==> config.mk <==
export PLATFORM = sky130hd
export DESIGN_NAME = instr_encoder
export DESIGN_NICKNAME = d
export VERILOG_FILES = /design/src/rtl/instr_encoder_pkg.sv /design/src/rtl/instr_pack.sv /design/src/rtl/instr_encoder.sv
export SDC_FILE = /design/constraint.sdc
export NUM_CORES = 1
export LEC_CHECK = 0
export CORE_MARGIN = 2
export CORE_UTILIZATION = 35
export DETAILED_ROUTE_END_ITERATION = 7
export PLACE_DENSITY_LB_ADDON = 0.08
export SYNTH_ARGS = -nofsm -noshare
export SYNTH_HDL_FRONTEND = slang
export SYNTH_SLANG_ARGS = --single-unit
==> constraint.sdc <==
create_clock -name clk -period 1.71 [get_ports clk]
set_input_delay 0.342 -clock clk [delete_from_list [all_inputs] [get_ports clk]]
set_output_delay 0.342 -clock clk [all_outputs]
set_load 0.01 [all_outputs]
==> src/rtl/instr_encoder_pkg.sv <==
// instr_encoder_pkg: request-kind codes, opcode/funct constants and FSM states
// shared by the instruction encoder and its word packer.
package instr_encoder_pkg;

    localparam logic [1:0] KIND_R    = 2'd0;
    localparam logic [1:0] KIND_I    = 2'd1;
    localparam logic [1:0] KIND_J    = 2'd2;
    localparam logic [1:0] KIND_LI32 = 2'd3;

    localparam logic [5:0] OP_SPECIAL = 6'h00;
    localparam logic [5:0] OP_ADDI    = 6'h08;
    localparam logic [5:0] OP_ORI     = 6'h0D;
    localparam logic [5:0] FN_SLL     = 6'h00;

    localparam logic [4:0] REG_ZERO = 5'd0;
    localparam logic [4:0] LI_SHAMT = 5'd16;

    typedef enum logic [2:0] {
        S_IDLE,
        S_EMIT,
        S_LI_HI,
        S_LI_SLL,
        S_LI_LO
    } state_e;

endpackage

==> src/rtl/instr_pack.sv <==
// instr_pack: combinational packing of registered request fields into the
// 32-bit word for the current encoder state; zero while idle.
module instr_pack
    import instr_encoder_pkg::*;
(
    input  logic [2:0]  state,
    input  logic [1:0]  kind,
    input  logic [5:0]  op,
    input  logic [4:0]  rs,
    input  logic [4:0]  rt,
    input  logic [4:0]  rd,
    input  logic [4:0]  shamt,
    input  logic [31:0] imm,
    input  logic [25:0] addr26,
    output logic [31:0] word
);

    logic [31:0] r_word, i_word, j_word, emit_word;
    logic [31:0] hi_word, sll_word, lo_word;

    assign r_word   = {OP_SPECIAL, rs, rt, rd, shamt, op};
    assign i_word   = {op, rs, rt, imm[15:0]};
    assign j_word   = {op, addr26};
    // LI32 expands to addi / sll 16 / ori on the same destination register
    assign hi_word  = {OP_ADDI, REG_ZERO, rt, imm[31:16]};
    assign sll_word = {OP_SPECIAL, REG_ZERO, rt, rt, LI_SHAMT, FN_SLL};
    assign lo_word  = {OP_ORI, rt, rt, imm[15:0]};

    always_comb begin
        emit_word = (kind == KIND_R) ? r_word : (kind == KIND_I) ? i_word : j_word;
        word = (state == S_EMIT)   ? emit_word :
               (state == S_LI_HI)  ? hi_word   :
               (state == S_LI_SLL) ? sll_word  :
               (state == S_LI_LO)  ? lo_word   : 32'h0;
    end

endmodule

==> src/rtl/instr_encoder.sv <==
// instr_encoder: accepts R/I/J/LI32 requests and streams encoded words to
// instruction memory at an auto-incrementing, wrapping word address.
module instr_encoder
    import instr_encoder_pkg::*;
#(
    parameter int ADDR_W = 10
) (
    input  logic              clk,
    input  logic              rst_n,
    input  logic              in_valid,
    output logic              in_ready,
    input  logic [1:0]        in_kind,
    input  logic [5:0]        in_op,
    input  logic [4:0]        in_rs,
    input  logic [4:0]        in_rt,
    input  logic [4:0]        in_rd,
    input  logic [4:0]        in_shamt,
    input  logic [31:0]       in_imm,
    input  logic [25:0]       in_addr26,
    output logic              wr_valid,
    input  logic              wr_ready,
    output logic [ADDR_W-1:0] wr_addr,
    output logic [31:0]       wr_data,
    output logic              wrapped
);

    state_e            state_q, state_d;
    logic [1:0]        kind_q;
    logic [5:0]        op_q;
    logic [4:0]        rs_q, rt_q, rd_q, shamt_q;
    logic [31:0]       imm_q;
    logic [25:0]       addr26_q;
    logic [ADDR_W-1:0] addr_q;
    logic              wrapped_q;
    logic              in_fire, wr_fire;

    assign in_ready = (state_q == S_IDLE);
    assign wr_valid = (state_q != S_IDLE);
    assign in_fire  = in_valid && in_ready;
    assign wr_fire  = wr_valid && wr_ready;
    assign wr_addr  = addr_q;
    assign wrapped  = wrapped_q;

    always_comb begin
        state_d = state_q;
        case (state_q)
            S_IDLE:   if (in_fire) state_d = (in_kind == KIND_LI32) ? S_LI_HI : S_EMIT;
            S_EMIT:   if (wr_ready) state_d = S_IDLE;
            S_LI_HI:  if (wr_ready) state_d = S_LI_SLL;
            S_LI_SLL: if (wr_ready) state_d = S_LI_LO;
            S_LI_LO:  if (wr_ready) state_d = S_IDLE;
            default:  state_d = S_IDLE;
        endcase
    end

    always_ff @(posedge clk or negedge rst_n) begin
        if (!rst_n) begin
            state_q   <= S_IDLE;
            addr_q    <= '0;
            wrapped_q <= 1'b0;
        end else begin
            state_q <= state_d;
            if (wr_fire) begin
                addr_q <= addr_q + ADDR_W'(1);
                if (&addr_q) wrapped_q <= 1'b1;
            end
        end
    end

    // Fields are captured only on transfer so a pending sequence ignores the bus
    always_ff @(posedge clk or negedge rst_n) begin
        if (!rst_n) begin
            kind_q   <= '0;
            op_q     <= '0;
            rs_q     <= '0;
            rt_q     <= '0;
            rd_q     <= '0;
            shamt_q  <= '0;
            imm_q    <= '0;
            addr26_q <= '0;
        end else if (in_fire) begin
            kind_q   <= in_kind;
            op_q     <= in_op;
            rs_q     <= in_rs;
            rt_q     <= in_rt;
            rd_q     <= in_rd;
            shamt_q  <= in_shamt;
            imm_q    <= in_imm;
            addr26_q <= in_addr26;
        end
    end

    instr_pack u_pack (
        .state  (state_q),
        .kind   (kind_q),
        .op     (op_q),
        .rs     (rs_q),
        .rt     (rt_q),
        .rd     (rd_q),
        .shamt  (shamt_q),
        .imm    (imm_q),
        .addr26 (addr26_q),
        .word   (wr_data)
    );

endmodule

==> impl_metrics.env <==
export IMPL_multiInputGateArea_um2=2770
export IMPL_ys_warn_count=0
export IMPL_io_buffers=134
export IMPL_place_gp_congestion=0.800
export IMPL_seq_area_um2=2510
export IMPL_grtUsageTotal_pct=21.2
export IMPL_avgRoutedWirePerCell_um=19.4
export IMPL_vias=3974
export IMPL_coreArea_um2=13800
export IMPL_rsz0062_at_grt="yes"
export IMPL_critPathKind="reg2out"
export IMPL_syn_nets=475
export IMPL_hold_class="reg2reg"
export IMPL_area_growth_pct=67.3
export IMPL_finalHoldViolCount=0
export IMPL_power_leakage_nw=3.67
export IMPL_worstPathArrival_ns=1.78
export IMPL_vias_per_cell=5.08
export IMPL_grt_remaining_overflow=0
export IMPL_diodes=0
export IMPL_syn_area_per_cell_um2=12.7
export IMPL_power_w=0.0163
export IMPL_worst_slew_pin_slew_ns=0.388
export IMPL_nNetsFinal=690
export IMPL_cts_made_buffers=9
export IMPL_crit_path_end_kind="output pin"
export IMPL_synth_yosys_seq_area_share_pct=51.2
export IMPL_clkTransAtPathRegs_ns=0.07
export IMPL_internal_power_w=0.0107
export IMPL_dp_hpwl_mm=9.65
export IMPL_whs_ns=0.469
export IMPL_layout_drive_gt1_share_pct=48.6
export IMPL_rr_worst_depth=8
export IMPL_finClkSkew_ns=0.00512
export IMPL_status="finished with violations"
export IMPL_die_w_um=122
export IMPL_slew_headroom_pct=74.1
export IMPL_nFillCells=1164
export IMPL_postLayoutCellArea_um2=8180
export IMPL_start_util_pct=35.5
export IMPL_fmaxAchievable_mhz=472
export IMPL_pwr_density_cell_nw_per_um2=1990
export IMPL_pin_count=135
export IMPL_grt_max_degree=68
export IMPL_switching_share_pct=34.4
export IMPL_worst_slack_ns=-0.410
export IMPL_place_inst=736
export IMPL_drt_iter0_markers=178
export IMPL_cp_required_ns=1.37
export IMPL_maxSlewViolCount=0
export IMPL_preCtsSetupSlack_ns=-0.576
export IMPL_syn_inst=384
export IMPL_ant_nets=0
export IMPL_yosysUniqueCellTypes=42
export IMPL_p_seq_share_pct=26.7
export IMPL_finalWirelength_mm=15.2
export IMPL_grt_pass1_vias=4311
export IMPL_die_h_um=122
export IMPL_grt_pass1_wl_mm=24.0
export IMPL_path_max_fanout=3
export IMPL_root_buffer="clkbuf_16"
export IMPL_netlist_area_um2=4890
export IMPL_h_tree_depth=3
export IMPL_pwr_share_clk_pct=12.5
export IMPL_drt_first_pass_iters=4
export IMPL_layout_min_cycle_time_ns=2.12
export IMPL_start_kind="flop"
export IMPL_clk_latency_ns=0.35
export IMPL_synth_seq_cells=100
export IMPL_fp_dieArea_um2=14900
export IMPL_cts_buffer_depth=2
export IMPL_antenna_found_initial=0
export IMPL_std_cell_rows=43
export IMPL_whs_path_depth=1
export IMPL_setup_violations=120
export IMPL_power_frac_comb_pct=60.9
export IMPL_cts_tree="done"
export IMPL_fin_cells=783
export IMPL_route_detailed_drc=0
export IMPL_ir_drop_v=0.000835
export IMPL_maxCapViolations=0
export IMPL_violations="negative setup slack"
export IMPL_p_sw_w=0.00561
export IMPL_cts_sinks=100
export IMPL_finalCritPeriodShare_pct=124
export IMPL_placed_area_um2=6860
sequential cells by signal, summed over array words and instances, names as in the netlist, 2 cells and up:
name / count
imm_q: 32
addr26_q: 26
wr_addr: 10
op_q: 6
rd_q: 5
rs_q: 5
rt_q: 5
shamt_q: 5
state_q: 3
kind_q: 2
worst max-delay path, stage by stage, from the launching register on:
cell,delay (ns)
dfrtp_2,0.44
or3b_4,0.40
nor2_4,0.14
buf_6,0.13
buf_6,0.09
o2bb2ai_4,0.11
buf_6,0.11
power by group through the flow:
| stage | logic (W) | clock network, W | registers (W) |
|---|---|---|---|
| 6_report | 0.00991 | 0.00203 | 0.00434 |
| 5_1_grt | 0.0106 | 0.00217 | 0.00448 |
| 4_1_cts | 0.00953 | 0.00207 | 0.00431 |
| 3_5_place_dp | 0.00740 | 0 | 0.00429 |
| 3_3_place_gp | 0.00733 | 0 | 0.00423 |
| 2_1_floorplan | 0.00402 | 0 | 0.00409 |
Yosys cell counts:
library cell	count	area share, %
o221ai_1	1	0.18
nand2b_1	12	1.5
and3b_1	1	0.18
buf_6	4	0.92
a21oi_1	5	0.51
nor2_2	1	0.13
o21ai_0	21	2.1
xor2_1	7	1.3
mux2_1	40	9.2
inv_1	4	0.31
nand2_1	14	1.1
xnor2_1	2	0.36
nand3_1	2	0.20
nor4bb_1	1	0.20
nor2_1	4	0.31
a2bb2oi_1	1	0.18
o2bb2ai_1	6	1.1
nor2b_1	3	0.38
buf_4	3	0.46
clkbuf_1	6	0.46
nor3b_1	2	0.31
a21o_1	2	0.31
mux2_2	66	15
mux2i_1	10	2.0
dfrtp_1	100	51
and2_1	3	0.38
nand4_1	1	0.13
nand4b_1	1	0.18
o311ai_2	1	0.33
a41o_1	1	0.20
nand3b_1	2	0.31
a22oi_1	20	3.1
nor4_1	2	0.26
nor3_1	4	0.41
ha_1	1	0.26
o32ai_1	1	0.18
o211ai_1	10	1.5
or3b_1	1	0.18
buf_2	15	1.5
o31ai_2	1	0.26
a221oi_1	1	0.18
nor4b_4	1	0.49
metrics by stage:
step / util, % / TNS [ns]
after detailed placement: 49.8 / -34.77
after CTS: 58.0 / -31.71
final: 59.4 / -32.48
after floorplan: - / -0.0639
after global placement: 49.8 / -31.15
after global routing: 59.4 / -38.86
final timing paths:
check                            from     endpoint  slack, ns
min in group asynchronous       rst_n      rs_q[1]       0.50
max in group asynchronous       rst_n    kind_q[0]       0.82
max reg2reg                state_q[0]    imm_q[14]      -0.31
max                        state_q[2]  wr_data[29]      -0.41
min                           wrapped      wrapped       0.47
min reg2reg                   wrapped      wrapped       0.47
placed cells by master (no fill, tap or decap), types with 12 or more instances in the layout:
cell type	synthesis	layout
clkdlybuf4s50_1	0	99
mux2_4	0	97
dfrtp_1	100	95
buf_4	3	53
buf_6	4	28
buf_2	15	27
o21ai_1	0	15
buf_12	0	13
nand2_1	14	12
nand2b_1	12	12
metal layers:
| layer | wire length, µm | GRT usage (%) | up-vias |
|---|---|---|---|
| li1 | - | - | 1847 |
| met1 | 7040 | 29.5 | 2003 |
| met2 | 7260 | 33.8 | 110 |
| met3 | 698 | 4.96 | 14 |
| met4 | 174 | 4.53 | 0 |
| met5 | 0 | 0 | - |
cell type report:
type	count	share of cell area [%]
Multi-Input combinational cell	252	33.9
Sequential cell	100	30.7
Timing Repair Buffer	232	29.0
Clock buffer	14	3.47
Tap cell	180	2.75
Inverter	4	0.184
Clock inverter	1	0.0612
cell families after synthesis:
| logic type | after synthesis | share of synthesized area (%) |
|---|---|---|
| buffers and inverters | 32 | 3.68 |
| AOI/OAI and AO/OA | 71 | 10.2 |
| and+or+nand+nor | 55 | 6.65 |
| muxes | 116 | 26.5 |
| xor gates and xnor gates | 9 | 1.61 |
| adders and majority gates | 1 | 0.256 |
| DFF | 100 | 51.2 |
repair_timing:
| action | 4_1_cts | 5_1_grt |
|---|---|---|
| setup buffers | 16 | 8 |
| endpoints found under the setup margin | 123 | 125 |
| pin swaps | 21 | 23 |
| gates cloned | 9 | 1 |
| hold buffers | 1 | 0 |
| resized for setup | 290 | 48 |
| hold endpoints to repair | 33 | 0 |
(Power assumes the default switching activity.)
